$ cat src/rtl/bit_count_engine_if.sv
// Operand/result handshake bundle for bit_count_engine; cycles port exists only
// when BIT_COUNT_CYCLES_EN is defined.
interface bit_count_engine_if #(
    parameter int WIDTH = 32
);
    localparam int CW = $clog2(WIDTH + 1);
    localparam int YW = $clog2(WIDTH + 2);

    logic             go;
    logic [WIDTH-1:0] in;
    logic             count_zeros;
    logic             busy;
    logic             done;
    logic [CW-1:0]    out;
`ifdef BIT_COUNT_CYCLES_EN
    logic [YW-1:0]    cycles;
`endif

    modport master (
`ifdef BIT_COUNT_CYCLES_EN
        input  cycles,
`endif
        output go, in, count_zeros,
        input  busy, done, out
    );

    modport slave (
`ifdef BIT_COUNT_CYCLES_EN
        output cycles,
`endif
        input  go, in, count_zeros,
        output busy, done, out
    );
endinterface

$ cat src/rtl/bit_count_engine.sv
// Population counter (ones or zeros) clearing CLEARS lowest set bits per cycle.
// Latency: ceil(popcount/CLEARS)+1 edges from go to done; go ignored while busy.
// Optional BIT_COUNT_CYCLES_EN adds a cycles result reporting that latency.
module bit_count_engine #(
    parameter int WIDTH  = 32,
    parameter int CLEARS = 1
) (
    input  logic              clk,
    input  logic              rst,
    bit_count_engine_if.slave bus
);
    localparam int CW = $clog2(WIDTH + 1);
    localparam int YW = $clog2(WIDTH + 2);
    localparam logic [WIDTH-1:0] ONE_W = {{(WIDTH-1){1'b0}}, 1'b1};
    localparam logic [CW-1:0]    ONE_C = {{(CW-1){1'b0}}, 1'b1};

    typedef enum logic [1:0] {
        S_IDLE    = 2'd0,
        S_COMPUTE = 2'd1,
        S_DONE    = 2'd2
    } state_t;

    state_t           state;
    state_t           state_nxt;
    logic [WIDTH-1:0] n_r;
    logic [WIDTH-1:0] n_nxt;
    logic [CW-1:0]    count_r;
    logic [CW-1:0]    out_r;
    logic [CW-1:0]    inc;
    logic             accept;
    logic             finish;

    assign accept = bus.go && (state == S_IDLE || state == S_DONE);
    assign finish = (state == S_COMPUTE) && (n_r == '0);

    always_ff @(posedge clk) begin
        if (!rst) begin
            state <= S_IDLE;
        end else begin
            state <= state_nxt;
        end
    end

    always_comb begin
        state_nxt = state;
        case (state)
            S_IDLE:    if (bus.go) state_nxt = S_COMPUTE;
            S_COMPUTE: if (n_r == '0) state_nxt = S_DONE;
            S_DONE:    if (bus.go) state_nxt = S_COMPUTE;
            default:   state_nxt = S_IDLE;
        endcase
    end

    always_comb begin
        bus.busy = (state == S_COMPUTE);
        bus.done = (state == S_DONE);
    end

    // Stages whose input is already zero pass it through and add nothing.
    always_comb begin
        n_nxt = n_r;
        inc   = '0;
        for (int i = 0; i < CLEARS; i++) begin
            if (n_nxt != '0) begin
                n_nxt = n_nxt & (n_nxt - ONE_W);
                inc   = inc + ONE_C;
            end
        end
    end

    always_ff @(posedge clk) begin
        if (!rst) begin
            n_r     <= '0;
            count_r <= '0;
            out_r   <= '0;
        end else if (accept) begin
            n_r     <= bus.count_zeros ? ~bus.in : bus.in;
            count_r <= '0;
        end else if (state == S_COMPUTE) begin
            if (n_r == '0) begin
                out_r <= count_r;
            end else begin
                n_r     <= n_nxt;
                count_r <= count_r + inc;
            end
        end
    end

    assign bus.out = out_r;

`ifdef BIT_COUNT_CYCLES_EN
    logic [YW-1:0] cyc_cnt;
    logic [YW-1:0] cycles_r;
    localparam logic [YW-1:0] ONE_Y = {{(YW-1){1'b0}}, 1'b1};

    always_ff @(posedge clk) begin
        if (!rst) begin
            cyc_cnt  <= '0;
            cycles_r <= '0;
        end else if (accept) begin
            cyc_cnt <= '0;
        end else if (state == S_COMPUTE) begin
            cyc_cnt <= cyc_cnt + ONE_Y;
            if (finish) cycles_r <= cyc_cnt + ONE_Y;
        end
    end

    assign bus.cycles = cycles_r;
`endif
endmodule

$ cat src/flat_wrapper.sv
// flat-port wrapper written by rule: the top's interface ports become plain ports
module bit_count_engine_flat 
#(
    parameter int WIDTH  = 32,
    parameter int CLEARS = 1
)
  (clk, rst, bus_go, bus_in, bus_count_zeros, bus_busy, bus_done, bus_out);
  bit_count_engine_if #(.WIDTH(WIDTH)) bus_i ();
  input  logic clk;
  input  logic rst;
  input wire logic [$bits(bus_i.go)-1:0] bus_go;
  input wire logic [$bits(bus_i.in)-1:0] bus_in;
  input wire logic [$bits(bus_i.count_zeros)-1:0] bus_count_zeros;
  output wire logic [$bits(bus_i.busy)-1:0] bus_busy;
  output wire logic [$bits(bus_i.done)-1:0] bus_done;
  output wire logic [$bits(bus_i.out)-1:0] bus_out;
  assign bus_i.go = bus_go;
  assign bus_i.in = bus_in;
  assign bus_i.count_zeros = bus_count_zeros;
  assign bus_busy = bus_i.busy;
  assign bus_done = bus_i.done;
  assign bus_out = bus_i.out;
  bit_count_engine #(.WIDTH(WIDTH), .CLEARS(CLEARS)) u_core (.clk(clk), .rst(rst), .bus(bus_i));
endmodule
$ cat config.mk
export PLATFORM = sky130hd
export DESIGN_NAME = bit_count_engine_flat
export DESIGN_NICKNAME = d
export VERILOG_FILES = /design/src/rtl/bit_count_engine_if.sv /design/src/rtl/bit_count_engine.sv /design/src/flat_wrapper.sv
export SDC_FILE = /design/constraint.sdc
export NUM_CORES = 1
export LEC_CHECK = 0
export CELL_PAD_IN_SITES_DETAIL_PLACEMENT = 1
export CELL_PAD_IN_SITES_GLOBAL_PLACEMENT = 2
export CORE_UTILIZATION = 28
export DETAILED_ROUTE_END_ITERATION = 8
export GPL_TIMING_DRIVEN = 1
export PLACE_DENSITY = 0.86
export SLEW_MARGIN = 10
export SYNTH_ARGS = -nofsm -noshare
export SYNTH_HDL_FRONTEND = slang
export SYNTH_SLANG_ARGS = --single-unit
$ cat constraint.sdc
create_clock -name clk -period 2.7 [get_ports clk]
set_clock_uncertainty 0.15 [all_clocks]
set_input_delay 0.675 -clock clk [delete_from_list [all_inputs] [get_ports clk]]
set_output_delay 0.675 -clock clk [all_outputs]
set_load 0.005 [all_outputs]
==> impl_metrics.yaml, run 1 <==
detailed_routing:
  wl_met3_um: 164
  drc_errors: 0
  drt_first_iter_violations: 66
  top_layer: "met4"
  wl_met1_mm: 2.98
  wl_mm: 6.18
  num_vias: 2171
  via_per_inst: 4.92
  dr_wl_met2_mm: 2.99
  drt_pass1_iterations: 4
  post_drt_wl_per_cell_um: 14.0
  postRouteAntennaNets: 0
setup_path:
  critPathLaunchType: "flop"
  cp_max_fo: 3
  reg2reg_setup_slack_ns: 0.11
  critPathKind: "reg2reg"
  critPathCaptureType: "flop"
  r2r_start: "u_core.n_r[20]"
  crit_required_ns: 2.77
  cp_data_arrival_time_ns: 2.66
  crit_path_start: "u_core.n_r[20]"
layout:
  stdcell_area_sq_mm: 0.00325
  fin_util: 0.390
  most-common-layout-cells: "dfxtp_1, clkdlybuf4s50_1, nand2_1, xnor2_1, buf_4"
  fin_nets: 374
  diodes: 0
  layout_commonest_cell: "dfxtp_1"
  layout-area-overhead-vs-synth_pct: 32.7
  drive_gt1_frac: 0.188
place:
  dpl.hpwl_mm: 4.60
  port_buffers: 43
  routabilityCongestion: 0.808
  pre_cts_ws_ns: -0.0716
  place_area_sq_mm: 0.00309
die:
  die_area_sq_mm: 0.00913
  rows: 33
  io_pins: 44
  initial_core_util: 0.294
  core-area_sq_mm: 0.00834
  die_height_um: 95.5
  die_x_um: 95.5
logic_synthesis:
  synth_edf_count: 0
  synthCells: 279
  synth_fp_nets: 317
  synth_area_sq_mm: 0.00245
  synth-seq-cells: 46
  synth-warning-count: 0
  synthArstFlopShare: 0
  seq_area_frac_synth: 0.376
  ys_types: 47
  ys.flop_type: "dfxtp_1"
  syn-mean-instance-area_sq_um: 8.78
global_route:
  grt_antenna_before_repair: 0
  track_usage: 0.144
  grt_pass1_vias: 2122
  gr-total-overflow: 0
  grt_pass1_wl_mm: 10.3
  grt_max_degree: 33
timing:
  fin_ws_ns: 0.107
  slew_viol_final: 0
  final-hold-violation-count: 0
  worst_pin_slew_ns: 0.585
  hold_slack_ns: 0.333
  setup_viol: 0
  post-route-period-util: 0.960
  relSlewSlack: 0.606
  fmax_ghz: 0.386
  fin_crit_ns: 2.59
power:
  power.leakage_nw: 1.15
  ir_drop_v: 0.000200
  power_density_mw_per_mm2: 523
  power_mw: 1.70
min_path:
  hp-start: "u_core.n_r[5]"
  min_path_type: "reg2reg"
clock_tree:
  clockBufferDepth: 2
  ctsRootBufferMaster: "clkbuf_8"
  cts_tree: "yes"
  cts-htree-levels: 2
  cts_sinks: 46
  cts_buffers: 5
  ctsHoldBuffers: 0
  clkLatencyLatePin_ns: 0.29
  clk_pin_slew_ns: 0.09
job:
  cap_violations: 0
outcome:
  status: "completed"
routing by layer:
metal  global-route usage  vias up
li1                     -     1110
met1                0.196     1026
met2                0.236       30
met3               0.0287        5
met4               0.0261        0
met5                    0        -
final timing paths:
kind	to	depth (start not counted)
worst max-delay path	u_core.count_r[1]	8
worst max register to register	u_core.count_r[1]	8
worst min-delay path	u_core.n_r[5]	2
worst min register to register	u_core.n_r[5]	2
kinds of logic (layout without fill, tap and decap cells):
kind of cell             Yosys count  in the layout  share of synthesized area
adder cells (fa/ha/maj)            2              2                     0.0102
XOR/XNOR                          32             32                      0.114
multiplexers                       6              6                     0.0245
buffers and inverters             21             78                     0.0501
AND/OR/NAND/NOR                   96             96                      0.215
AO/OA/AOI/OAI                     76             76                      0.210
flip-flops                        46             46                      0.376
power breakdown:
group	internal (mW)	switching, mW	leakage (nW)
sequential	0.724	0.0352	0.378
clock	0.296	0.224	0.0573
combinational	0.214	0.205	0.711
total	1.23	0.465	1.15
area by class of cell:
class / count / area (sq um)
Inverter: 2 / 7.51
Sequential cell: 46 / 923
Timing Repair Buffer: 69 / 633
Multi-Input combinational cell: 212 / 1440
Clock buffer: 6 / 82.6
Fill cell: 992 / 5090
Clock inverter: 1 / 30.0
Tap cell: 105 / 131
worst max-delay path: stages, from the launching register on:
cell	delay, ns
dfxtp_2	0.33
or4_4	0.53
or4_4	0.58
nor2_4	0.15
nand3_2	0.10
ha_4	0.20
ha_2	0.31
nand2_1	0.04
o21ai_1	0.13
cell usage after synthesis (8+ instances only):
master | instances | share of area
a21oi_1 | 18 | 0.037
clkbuf_1 | 10 | 0.015
dfxtp_1 | 46 | 0.38
nand2_1 | 29 | 0.044
nand3_1 | 8 | 0.016
nor2_1 | 12 | 0.018
nor2b_1 | 10 | 0.026
nor3_1 | 8 | 0.016
o211ai_1 | 9 | 0.028
o21ai_0 | 25 | 0.051
xnor2_1 | 29 | 0.10
repair_timing:
action                                  4_1_cts  5_1_grt
setup buffers                                 0        2
pin swaps                                     0        5
endpoints found under the setup margin        2       12
resized for setup                             1       11
through the flow:
stage / instances / TNS, ns
2_1_floorplan: 279 / 0
3_3_place_gp: 432 / -0.0473
3_5_place_dp: 432 / -0.0716
4_1_cts: 439 / 0
5_1_grt: 441 / -0.0141
6_report: 441 / 0
state kept, by name, indices dropped and copies added, names as in the netlist:
signal and cells:
u_core.n_r 32, u_core.count_r 6, u_core.bus.out 6, u_core.state 2
Power figures use the tool's default switching activity.
==> run 2, diff against run 1 <==
Settings changed: CORE_ASPECT_RATIO set to 1.1.
Clock period 2.7 ns to 2.2 ns, I/O delays scaled along.
==> run 2 against run 1 <==
Non-clock buffer count rose by 31. The flow now finishes with violations (setup timing). Critical endpoint is now u_core.count_r[5]. Final area rose by 17%. Count of clock-buffer cells in the layout rose by 1.
==> impl_metrics.yaml, run 2 (synthesized netlist as in run 1, its figures left out) <==
timing:
  setup_viol: 46
  rsz0062_at_grt: "true"
  worst_pin_slew_ns: 0.400
  post-route-period-util: 1.18
  final-hold-violation-count: 0
  tns_ns: -9.18
  fin_ws_ns: -0.387
  fin_crit_ns: 2.59
  slew_viol_final: 0
  hold_slack_ns: 0.367
  fmax_ghz: 0.387
  relSlewSlack: 0.731
die:
  io_pins: 44
  die_area_sq_mm: 0.00913
  core-area_sq_mm: 0.00845
  initial_core_util: 0.290
  die_x_um: 91.2
  rows: 35
  die_height_um: 100
global_route:
  gr-total-overflow: 0
  grt_pass1_wl_mm: 12.5
  grt_antenna_before_repair: 0
  grt_pass1_vias: 2585
  grt_max_degree: 35
  track_usage: 0.172
clock_tree:
  cts_sinks: 46
  clockBufferDepth: 2
  clkLatencyLatePin_ns: 0.30
  cts_tree: "yes"
  cts-htree-levels: 2
  clk_pin_slew_ns: 0.09
  ctsRootBufferMaster: "clkbuf_8"
  ctsHoldBuffers: 0
  cts_buffers: 5
layout:
  layout-area-overhead-vs-synth_pct: 55.0
  fin_nets: 405
  largest-register: "u_core.n_r"
  largest_reg_flops: 32
  multiInputGateArea_sq_mm: 0.00167
  diodes: 0
  layout_commonest_cell: "buf_4"
  fillers: 974
  most-common-layout-cells: "buf_4, clkdlybuf4s50_1, dfxtp_1"
  stdcell_area_sq_mm: 0.00380
  final_cells: 479
  drive_gt1_frac: 0.351
  seq_area_sq_um: 927
job:
  cap_violations: 0
setup_path:
  crit_required_ns: 2.29
  critPathKind: "reg2reg"
  crit_top_cell: "or4_4"
  cp_data_arrival_time_ns: 2.68
  cp_max_fo: 3
  critPathCaptureType: "flop"
  critPathLaunchType: "flop"
  reg2reg_setup_slack_ns: -0.39
  worst_path_largest_cell_delay_ns: 0.58
  path_delay_family: "simple AND/OR/NAND/NOR gates"
  path_buf_inv: 0
  crit_chain: "or4_4, or4_4, nor2_4, nand3_2, ha_4, and4_1, nand2_1, o21ai_0, a21oi_1"
  critPathSlowestCell: "or4_4"
outcome:
  status: "finished, violations left"
  failed_checks: "setup timing"
detailed_routing:
  postRouteAntennaNets: 0
  drt_first_iter_violations: 97
  top_layer: "met4"
  wl_met1_mm: 3.23
  dr_wl_met2_mm: 3.87
  drc_errors: 0
  wl_mm: 7.45
  drt_pass1_iterations: 4
  via_per_inst: 5.01
  num_vias: 2401
  post_drt_wl_per_cell_um: 15.6
  wl_met3_um: 258
power:
  power_density_mw_per_mm2: 602
  power_mw: 2.28
  power.leakage_nw: 1.37
  ir_drop_v: 0.000266
min_path:
  min_path_type: "reg2reg"
place:
  dpl.hpwl_mm: 4.96
  port_buffers: 43
  dp_cells: 462
  routabilityCongestion: 0.788
  place_area_sq_mm: 0.00335
==> run 2: per-stage QoR <==
step,utilization,setup slack (ns)
floorplan,-,-0.313
global placement,0.396,-0.423
detailed placement,0.396,-0.471
CTS,0.447,-0.307
global route,0.449,-0.470
finish,0.449,-0.387
==> run 2: path summary, 6_finish.rpt <==
kind	startpoint	endpoint	cells after the start
hold reg to reg	u_core.count_r[5]	u_core.count_r[5]	2
setup / recovery	u_core.n_r[17]	u_core.count_r[5]	9
hold / removal	u_core.count_r[5]	u_core.count_r[5]	2
setup reg to reg	u_core.n_r[17]	u_core.count_r[5]	9
==> run 2: worst min-delay path, delay by kind of cell, from the launching register on <==
kind / cells / cell delay [ns]
flip-flops: 1 / 0.33
AO/OA/AOI/OAI: 2 / 0.15
==> run 2: power by group <==
group / internal [mW] / leakage (nW) / switching, mW
Combinational: 0.373 / 0.935 / 0.348
Sequential: 0.889 / 0.379 / 0.0414
Clock: 0.340 / 0.0524 / 0.292
==> run 2: layout make-up <==
cell class / count / share of cell area
Multi-Input combinational cell: 212 / 0.441
Timing Repair Buffer: 100 / 0.248
Sequential cell: 46 / 0.244
Tap cell: 111 / 0.0366
Clock buffer: 7 / 0.0201
Clock inverter: 1 / 0.00791
Inverter: 2 / 0.00198
==> run 2: what timing repair did <==
action | CTS | global route
pin swaps | 17 | 9
buffers inserted | 8 | 3
resized for setup | 44 | 16
gates cloned | 2 | 0
endpoints found under the setup margin | 46 | 47
==> run 2: per-layer routing <==
| layer | track usage | up-vias |
|---|---|---|
| met4 | 0.0611 | 0 |
| met5 | 0 | - |
| li1 | - | 1176 |
| met1 | 0.196 | 1170 |
| met3 | 0.0333 | 10 |
| met2 | 0.319 | 45 |
==> run 3, diff against run 2 <==
Settings changed: CORE_UTILIZATION 28 to 34, PLACE_DENSITY 0.86 to 0.95, TNS_END_PERCENT set to 1.
Clock period 2.2 ns to 3.3 ns, I/O delays scaled along.
==> run 3 against run 2 <==
The run now ends clean. Hold slack worse by 0.010 ns. Setup slack better by 0.90 ns. Critical path depth unchanged. Die area fell by 17%. Combinational power is 59% lower. Largest cell class unchanged. Largest power group unchanged. Highest routed layer unchanged.
==> impl_metrics.yaml, run 3 (synthesized netlist as in run 1, its figures left out) <==
timing:
  final-hold-violation-count: 0
  rsz0062_at_grt: "false"
  worst_pin_slew_ns: 0.894
  relSlewSlack: 0.398
  hold_slack_ns: 0.357
  fin_crit_ns: 2.79
  tns_ns: 0
  post-route-period-util: 0.845
  fin_ws_ns: 0.513
  setup_viol: 0
  fmax_ghz: 0.359
  slew_viol_final: 0
layout:
  diodes: 0
  most-common-layout-cells: "dfxtp_1, clkdlybuf4s50_1, nand2_1, xnor2_1, o21ai_0"
  largest_reg_flops: 32
  layout_commonest_cell: "dfxtp_1"
  layout-area-overhead-vs-synth_pct: 23.9
  largest-register: "u_core.n_r"
  drive_gt1_frac: 0.125
  fin_nets: 356
setup_path:
  crit_required_ns: 3.36
  worst_path_largest_cell_delay_ns: 0.69
  cp_max_fo: 5
  critPathLaunchType: "flop"
  critPathCaptureType: "flop"
  critPathSlowestCell: "or4_2"
  crit_chain: "or4_2, or4_4, nor2_1, nand3_1, ha_1, ha_1, nand3_1, or3_2, a21oi_1"
  critPathKind: "reg2reg"
  path_buf_inv: 0
  path_delay_family: "simple AND/OR/NAND/NOR gates"
  cp_data_arrival_time_ns: 2.84
detailed_routing:
  post_drt_wl_per_cell_um: 14.9
  wl_mm: 6.04
  drt_pass1_iterations: 4
  via_per_inst: 5.44
  drc_errors: 0
  drt_first_iter_violations: 76
  postRouteAntennaNets: 0
  num_vias: 2197
die:
  rows: 32
  die_x_um: 82.9
  initial_core_util: 0.350
  io_pins: 44
  die_height_um: 91.0
  die_area_sq_mm: 0.00755
  core-area_sq_mm: 0.00701
place:
  routabilityCongestion: 0.815
  port_buffers: 43
  dpl.hpwl_mm: 4.47
  pre_cts_ws_ns: 0.353
power:
  power_density_mw_per_mm2: 431
  ir_drop_v: 0.000174
  power.leakage_nw: 1.05
clock_tree:
  clockBufferDepth: 2
  clk_pin_slew_ns: 0.09
  post_cts_buffers: 0
  cts_sinks: 46
  clkLatencyLatePin_ns: 0.31
  cts_resized: 0
  cts-htree-levels: 2
  cts_tree: "yes"
  ctsRootBufferMaster: "clkbuf_8"
  cts_buffers: 5
  ctsHoldBuffers: 0
global_route:
  grt_pass1_wl_mm: 10.4
  track_usage: 0.171
  gr-total-overflow: 0
  grt_antenna_before_repair: 0
  grt_pass1_vias: 2249
  grt_max_degree: 37
outcome:
  status: "completed"
job:
  cap_violations: 0
min_path:
  min_path_type: "reg2reg"
==> run 3: changes by cell type in the layout (fill, tap and decap cells not counted), sizes merged <==
cell / previous run / this run
bufinv: 1 / 0
buf: 58 / 9
clkinv: 0 / 1
==> run 3: layer usage <==
| metal | track usage | vias up | wire (um) |
|---|---|---|---|
| met5 | 0 | - | 0 |
| met4 | 0.0963 | 0 | 212 |
| met3 | 0.0345 | 17 | 180 |
| met2 | 0.288 | 44 | 2890 |
| met1 | 0.201 | 1059 | 2750 |
| li1 | - | 1077 | - |
==> run 3: final cells by class <==
class	count	area [sq um]
inverters	2	7.51
clock inverters	1	8.76
repair buffers	51	485
flip-flops and latches	46	921
multi-input cells	212	1410
clock buffers	7	96.3
fillers	829	3970
well taps	85	106
==> run 3: through the flow <==
stage / cell area, sq um / instances / power, mW / util
floorplan: 2450 / 279 / 0.834 / -
global placement: 2930 / 396 / 0.920 / 0.418
detailed placement: 2930 / 396 / 0.931 / 0.418
CTS: 3030 / 404 / 1.32 / 0.433
global route: 3030 / 404 / 1.38 / 0.433
finish: 3030 / 404 / 1.31 / 0.433
==> run 3: worst paths after layout <==
path                                        start                 to  slack (ns)  cells after the start
worst max-delay path               u_core.n_r[20]  u_core.count_r[4]        0.51                      9
worst min-delay path            u_core.count_r[0]  u_core.count_r[0]        0.36                      2
worst max register to register     u_core.n_r[20]  u_core.count_r[4]        0.51                      9
worst min register to register  u_core.count_r[0]  u_core.count_r[0]        0.36                      2
==> run 3: where the power goes <==
group	switching, mW	leakage (nW)	internal [mW]	total, mW
logic	0.155	0.621	0.140	0.295
clock network	0.197	0.0544	0.192	0.389
registers	0.0314	0.377	0.592	0.623
==> run 3: worst min-delay path, stage by stage, from the launching register on <==
cell and delay [ns]:
dfxtp_1 0.34, nand3_1 0.07, o21ai_0 0.06
